File: src/rtl/writeback_buffer.sv
// rtl/writeback_buffer.sv - cache eviction FIFO with background RAM drain and read-miss forwarding
module writeback_buffer #(
    parameter int DEPTH  = 4,
    parameter int ADDR_W = 8,
    parameter int DATA_W = 8
) (
    input  logic                       clock,
    input  logic                       reset_n,
    input  logic                       wb_valid,
    input  logic [ADDR_W-1:0]          wb_addr,
    input  logic [DATA_W-1:0]          wb_data,
    output logic                       wb_ready,
    input  logic                       rd_req,
    input  logic [ADDR_W-1:0]          rd_addr,
    output logic                       rd_ready,
    output logic                       rd_valid,
    output logic [DATA_W-1:0]          rd_data,
    output logic [ADDR_W-1:0]          ram_address,
    output logic [DATA_W-1:0]          ram_data,
    output logic                       ram_wren,
    input  logic [DATA_W-1:0]          ram_q,
    output logic [$clog2(DEPTH):0]     count
);
    localparam int PTR_W = $clog2(DEPTH);
    localparam int CNT_W = PTR_W + 1;

    typedef enum logic [1:0] {IDLE, WRITE, RD_ISSUE, RD_WAIT} state_t;

    state_t              state_q, state_d;
    logic [DEPTH-1:0]    valid_q;
    logic [ADDR_W-1:0]   addr_q [DEPTH];
    logic [DATA_W-1:0]   data_q [DEPTH];
    logic [PTR_W-1:0]    head_q, tail_q;
    logic [CNT_W-1:0]    count_q, count_d;
    logic [ADDR_W-1:0]   ram_address_q, ram_address_d;
    logic [DATA_W-1:0]   ram_data_q, ram_data_d;
    logic                ram_wren_q, ram_wren_d;
    logic                rd_valid_q, rd_valid_d;
    logic [DATA_W-1:0]   rd_data_q, rd_data_d;

    logic                push, pop, co_hit, fwd_hit;
    logic [PTR_W-1:0]    co_idx;
    logic [DATA_W-1:0]   fwd_data, head_data;

    assign wb_ready = (count_q < CNT_W'(DEPTH));
    assign push     = wb_valid && wb_ready;
    assign pop      = (state_q == WRITE);

    // The entry leaving in WRITE already has its data in ram_data, so it must not absorb a coalesce.
    always_comb begin
        co_hit = 1'b0;
        co_idx = '0;
        for (int i = 0; i < DEPTH; i++) begin
            if (!co_hit && valid_q[i] && (addr_q[i] == wb_addr) &&
                !(pop && (PTR_W'(i) == head_q))) begin
                co_hit = 1'b1;
                co_idx = PTR_W'(i);
            end
        end
    end

    always_comb begin
        fwd_hit  = 1'b0;
        fwd_data = '0;
        for (int i = 0; i < DEPTH; i++) begin
            if (!fwd_hit && valid_q[i] && (addr_q[i] == rd_addr)) begin
                fwd_hit  = 1'b1;
                fwd_data = data_q[i];
            end
        end
        if (push && (wb_addr == rd_addr)) begin
            fwd_hit  = 1'b1;
            fwd_data = wb_data;
        end
    end

    // A push coalescing into head on the edge that launches its write must reach RAM too.
    assign head_data = (push && co_hit && (co_idx == head_q)) ? wb_data : data_q[head_q];

    always_comb begin
        count_d = count_q;
        if (push && !co_hit && !pop)
            count_d = count_q + CNT_W'(1);
        else if (pop && !(push && !co_hit))
            count_d = count_q - CNT_W'(1);
    end

    always_ff @(posedge clock or negedge reset_n) begin
        if (!reset_n) begin
            valid_q <= '0;
            head_q  <= '0;
            tail_q  <= '0;
            count_q <= '0;
        end else begin
            count_q <= count_d;
            if (pop) begin
                valid_q[head_q] <= 1'b0;
                head_q          <= head_q + PTR_W'(1);
            end
            if (push && !co_hit) begin
                valid_q[tail_q] <= 1'b1;
                tail_q          <= tail_q + PTR_W'(1);
            end
        end
    end

    always_ff @(posedge clock) begin
        if (push) begin
            if (co_hit) begin
                data_q[co_idx] <= wb_data;
            end else begin
                addr_q[tail_q] <= wb_addr;
                data_q[tail_q] <= wb_data;
            end
        end
    end

    always_ff @(posedge clock or negedge reset_n) begin
        if (!reset_n) begin
            state_q       <= IDLE;
            ram_address_q <= '0;
            ram_data_q    <= '0;
            ram_wren_q    <= 1'b0;
            rd_valid_q    <= 1'b0;
            rd_data_q     <= '0;
        end else begin
            state_q       <= state_d;
            ram_address_q <= ram_address_d;
            ram_data_q    <= ram_data_d;
            ram_wren_q    <= ram_wren_d;
            rd_valid_q    <= rd_valid_d;
            rd_data_q     <= rd_data_d;
        end
    end

    always_comb begin
        state_d = state_q;
        case (state_q)
            IDLE: begin
                if (rd_req)
                    state_d = fwd_hit ? IDLE : RD_ISSUE;
                else if (count_q != '0)
                    state_d = WRITE;
            end
            WRITE:    state_d = IDLE;
            RD_ISSUE: state_d = RD_WAIT;
            RD_WAIT:  state_d = IDLE;
            default:  state_d = IDLE;
        endcase
    end

    always_comb begin
        ram_address_d = ram_address_q;
        ram_data_d    = ram_data_q;
        ram_wren_d    = 1'b0;
        rd_valid_d    = 1'b0;
        rd_data_d     = rd_data_q;
        case (state_q)
            IDLE: begin
                if (rd_req) begin
                    if (fwd_hit) begin
                        rd_valid_d = 1'b1;
                        rd_data_d  = fwd_data;
                    end else begin
                        ram_address_d = rd_addr;
                    end
                end else if (count_q != '0) begin
                    ram_address_d = addr_q[head_q];
                    ram_data_d    = head_data;
                    ram_wren_d    = 1'b1;
                end
            end
            RD_WAIT: begin
                rd_data_d  = ram_q;
                rd_valid_d = 1'b1;
            end
            default: ;
        endcase
    end

    assign rd_ready    = (state_q == IDLE);
    assign rd_valid    = rd_valid_q;
    assign rd_data     = rd_data_q;
    assign ram_address = ram_address_q;
    assign ram_data    = ram_data_q;
    assign ram_wren    = ram_wren_q;
    assign count       = count_q;
endmodule
File: config.mk
export PLATFORM = sky130hd
export DESIGN_NAME = writeback_buffer
export DESIGN_NICKNAME = d
export VERILOG_FILES = /design/src/rtl/writeback_buffer.sv
export SDC_FILE = /design/constraint.sdc
export NUM_CORES = 1
export LEC_CHECK = 0
export CAP_MARGIN = 20
export CORE_AREA = 2 2 127 129
export CTS_BUF_LIST = sky130_fd_sc_hd__clkbuf_4 sky130_fd_sc_hd__clkbuf_8
export DETAILED_ROUTE_END_ITERATION = 7
export DIE_AREA = 0 0 129 131
export DONT_BUFFER_PORTS = 1
export GPL_TIMING_DRIVEN = 0
export HOLD_SLACK_MARGIN = 0.12
export PLACE_DENSITY = 0.52
export SYNTH_ARGS = -nofsm -noshare
export SYNTH_HDL_FRONTEND = slang
export SYNTH_SLANG_ARGS = --single-unit
File: constraint.sdc
create_clock -name clock -period 4 [get_ports clock]
set_input_delay 1 -clock clock [delete_from_list [all_inputs] [get_ports clock]]
set_output_delay 1 -clock clock [all_outputs]
set_load 0.1 [all_outputs]
==> impl_metrics.ini <==
[run_status]
status = complete, no violations

[clocking]
cts_sinks = 112
cts.reportedPaths.clkPinSlew_ps = 120
clock_path_buffers = 2
root_buffer = clkbuf_8
clkLatencyLatePin_ps = 400
h-tree-depth = 3
cts_tree = yes
hold_buffers = 0
cts_buffers = 9

[global_routing]
antenna_found_initial = 0
track_usage_pct = 18.41
grt_first_pass_wirelength_mm = 22.80
overflow = 0
grt_pass1_vias = 3952
grt_max_degree = 41

[logic_synthesis]
synth_nets = 518
synthCells = 468
synth_edf_count = 72
synth-seq-cells = 112
synth_most_common_cell = edfxtp_1
yosysWarningCount = 0
yosysUniqueCellTypes = 48
synth_top_area_share_pct = 35.54
synth_area_um2 = 6083
avgSynthCellArea_um2 = 13.00
synthArstFlopShare_pct = 35.71
ys_top_cells_by_area = edfxtp_1 36%, dfrtp_1 16%, xnor2_1 6.5%
yosysTopAreaCell = edfxtp_1
ys.flop_type = edfxtp_1
yosys-top-cells-count = 72 x edfxtp_1, 45 x xnor2_1, 40 x dfrtp_1, 33 x xor2_1, 28 x inv_1
yosysSeqAreaShare_pct = 52.00

[setup_path]
critical_path_class = flip-flop to flip-flop
crit_slowest_cell = dfrtp_1
critPathBufInv = 1
cp.arrival_ps = 3830
path_cells = clkinvlp_4 -> nand2_1 -> nor4_4 -> a21oi_1 -> and3_1
crit_path_max_fanout = 10
start_kind = flip-flop
cp_top_family = simple AND/OR/NAND/NOR gates
slowest_delay_ps = 1060
worstPathRequired_ps = 4040
crit_path_end_kind = flip-flop

[route]
wl_mm = 14.91
vias = 3617
vias_per_cell = 5.167
drt-initial-drc-count = 201
drtAntennaViolNets = 0
wl_per_cell_um = 21.29
drc = 0
dr.pass1.iters = 4

[sta]
setup_ws_ps = 219.2
slew_violations = 0
setup_violations = 0
max_freq_mhz = 264.5
worst_slew_pin_slew_ps = 1057
rsz0062_at_grt = true
period_share_pct = 94.52
skew_ps = 17.63
slew-limit-headroom_pct = 29.52
layout_min_cycle_time_ps = 3781
setup_tns_ps = 0
hold_viol_final = 0

[finish]
fin_nets = 529
antenna_cells = 0
drive_above_1_share_pct = 19.42
fin_util_pct = 42.51
filler_cell_count = 1466
area_growth_syn_to_layout_pct = 8.988

[placed_design]
hpwl_mm = 10.94
numPortBuffers = 0
pre_cts_ws_ps = -418.5
routabilityCongestion = 0.8733

[floorplanning]
fp.dieH_um = 131
initial_core_util_pct = 39.00
fp.coreArea_um2 = 15600
fp.dieW_um = 129
ios = 67
die_area_um2 = 16900
rows = 46

[pwr]
p_comb_share_pct = 35.5
p_int_w = 0.002558
p_per_area_nw_per_um2 = 759.7
p_switching_w = 0.002479
peakVddDrop_uv = 310.8
p_seq_share_pct = 48.8
p_leak_nw = 2.381
swShare_pct = 49.21
clockPowerShare_pct = 15.7

[min_path]
min_path_type = input port to asynchronous set/reset pin

[job]
cap_violations = 0
## placed cells by master, fill, tap and decap left out, types with 3 or more instances in the layout
| master | Yosys | routed |
|---|---|---|
| o21ai_1 | 8 | 8 |
| buf_2 | 9 | 9 |
| a21oi_1 | 4 | 4 |
| o211ai_1 | 7 | 7 |
| a21o_1 | 4 | 4 |
| mux2_2 | 26 | 26 |
| nand2_1 | 18 | 18 |
| xor2_1 | 33 | 33 |
| clkbuf_1 | 16 | 15 |
| and2_1 | 11 | 11 |
| nand3_1 | 12 | 12 |
| inv_6 | 0 | 3 |
| o21ai_0 | 4 | 4 |
| ha_1 | 13 | 13 |
| clkbuf_8 | 0 | 9 |
| nor2_1 | 20 | 18 |
| nor3_1 | 7 | 6 |
| xnor2_1 | 45 | 45 |
| buf_6 | 3 | 3 |
| dfrtp_1 | 40 | 40 |
| o221a_2 | 6 | 6 |
| mux2_1 | 8 | 8 |
| mux4_2 | 16 | 16 |
| inv_1 | 28 | 27 |
| nor4_1 | 5 | 5 |
| o211a_1 | 8 | 8 |
| mux2i_1 | 8 | 8 |
| edfxtp_1 | 72 | 72 |
| nand4_1 | 9 | 9 |
## final cells by class
class / instances / area, um^2 / area share [%]
Clock buffer: 9 / 123.9 / 1.868
Multi-Input combinational cell: 297 / 2690 / 40.57
Buffer: 30 / 155.1 / 2.340
Timing Repair Buffer: 1 / 7.507 / 0.1132
Clock inverter: 7 / 111.4 / 1.680
Sequential cell: 112 / 3163 / 47.71
Inverter: 28 / 108.9 / 1.642
Tap cell: 216 / 270.3 / 4.076
## per-stage QoR
stage,hold slack [ps],power [W],instances,cell area (um^2)
2_1_floorplan,471.3,0.003897,468,6085
3_3_place_gp,487.7,0.004235,684,6355
3_5_place_dp,491.1,0.004289,685,6375
4_1_cts,255.3,0.005083,700,6609
5_1_grt,248.6,0.005289,700,6630
6_report,279.5,0.005037,700,6630
## worst reg2reg max path: stages (launching register included)
cell and delay (ps):
dfrtp_1 1060, clkinvlp_4 850, nand2_1 470, nor4_4 150, a21oi_1 360, and3_1 550
## power groups by stage
stage | clock network [W] | registers [W] | logic [W]
floorplan | 0 | 0.00242 | 0.00148
global placement | 0 | 0.00247 | 0.00176
detailed placement | 0 | 0.00248 | 0.00180
CTS | 0.000816 | 0.00246 | 0.00181
global route | 0.000863 | 0.00250 | 0.00193
finish | 0.000793 | 0.00246 | 0.00179
## worst paths after layout
kind	from	to	cells after the start	slack [ps]
max reg2reg	count[2]	data_q[0][2]	5	220
max	count[2]	data_q[0][2]	5	220
min	reset_n	asynchronous set/reset pin	0	280
min reg2reg	flip-flop	flip-flop	1	520
min in group clock	flip-flop	flip-flop	1	520
max in group asynchronous	reset_n	ram_address[3]	0	3600
## routing by layer
layer | part of all wire [%] | track usage (%)
met5 | 0 | 0
met4 | 1.5 | 5.243
met3 | 4.1 | 4.153
met2 | 51 | 32.68
met1 | 43 | 22.63
## cell families after synthesis
group / count (synthesis) / synth area share, %
xor+xnor: 78 / 11.23
buf+inv: 59 / 4.258
flops: 112 / 52.00
fa+ha+maj: 14 / 3.003
mux: 58 / 13.53
simple gates: 97 / 9.296
compound gates: 50 / 6.685
## timing repair
action                     CTS  global route
resized for setup            2             4
buffers inserted             0             0
setup endpoints to repair   34            33
(Power assumes the default switching activity.)
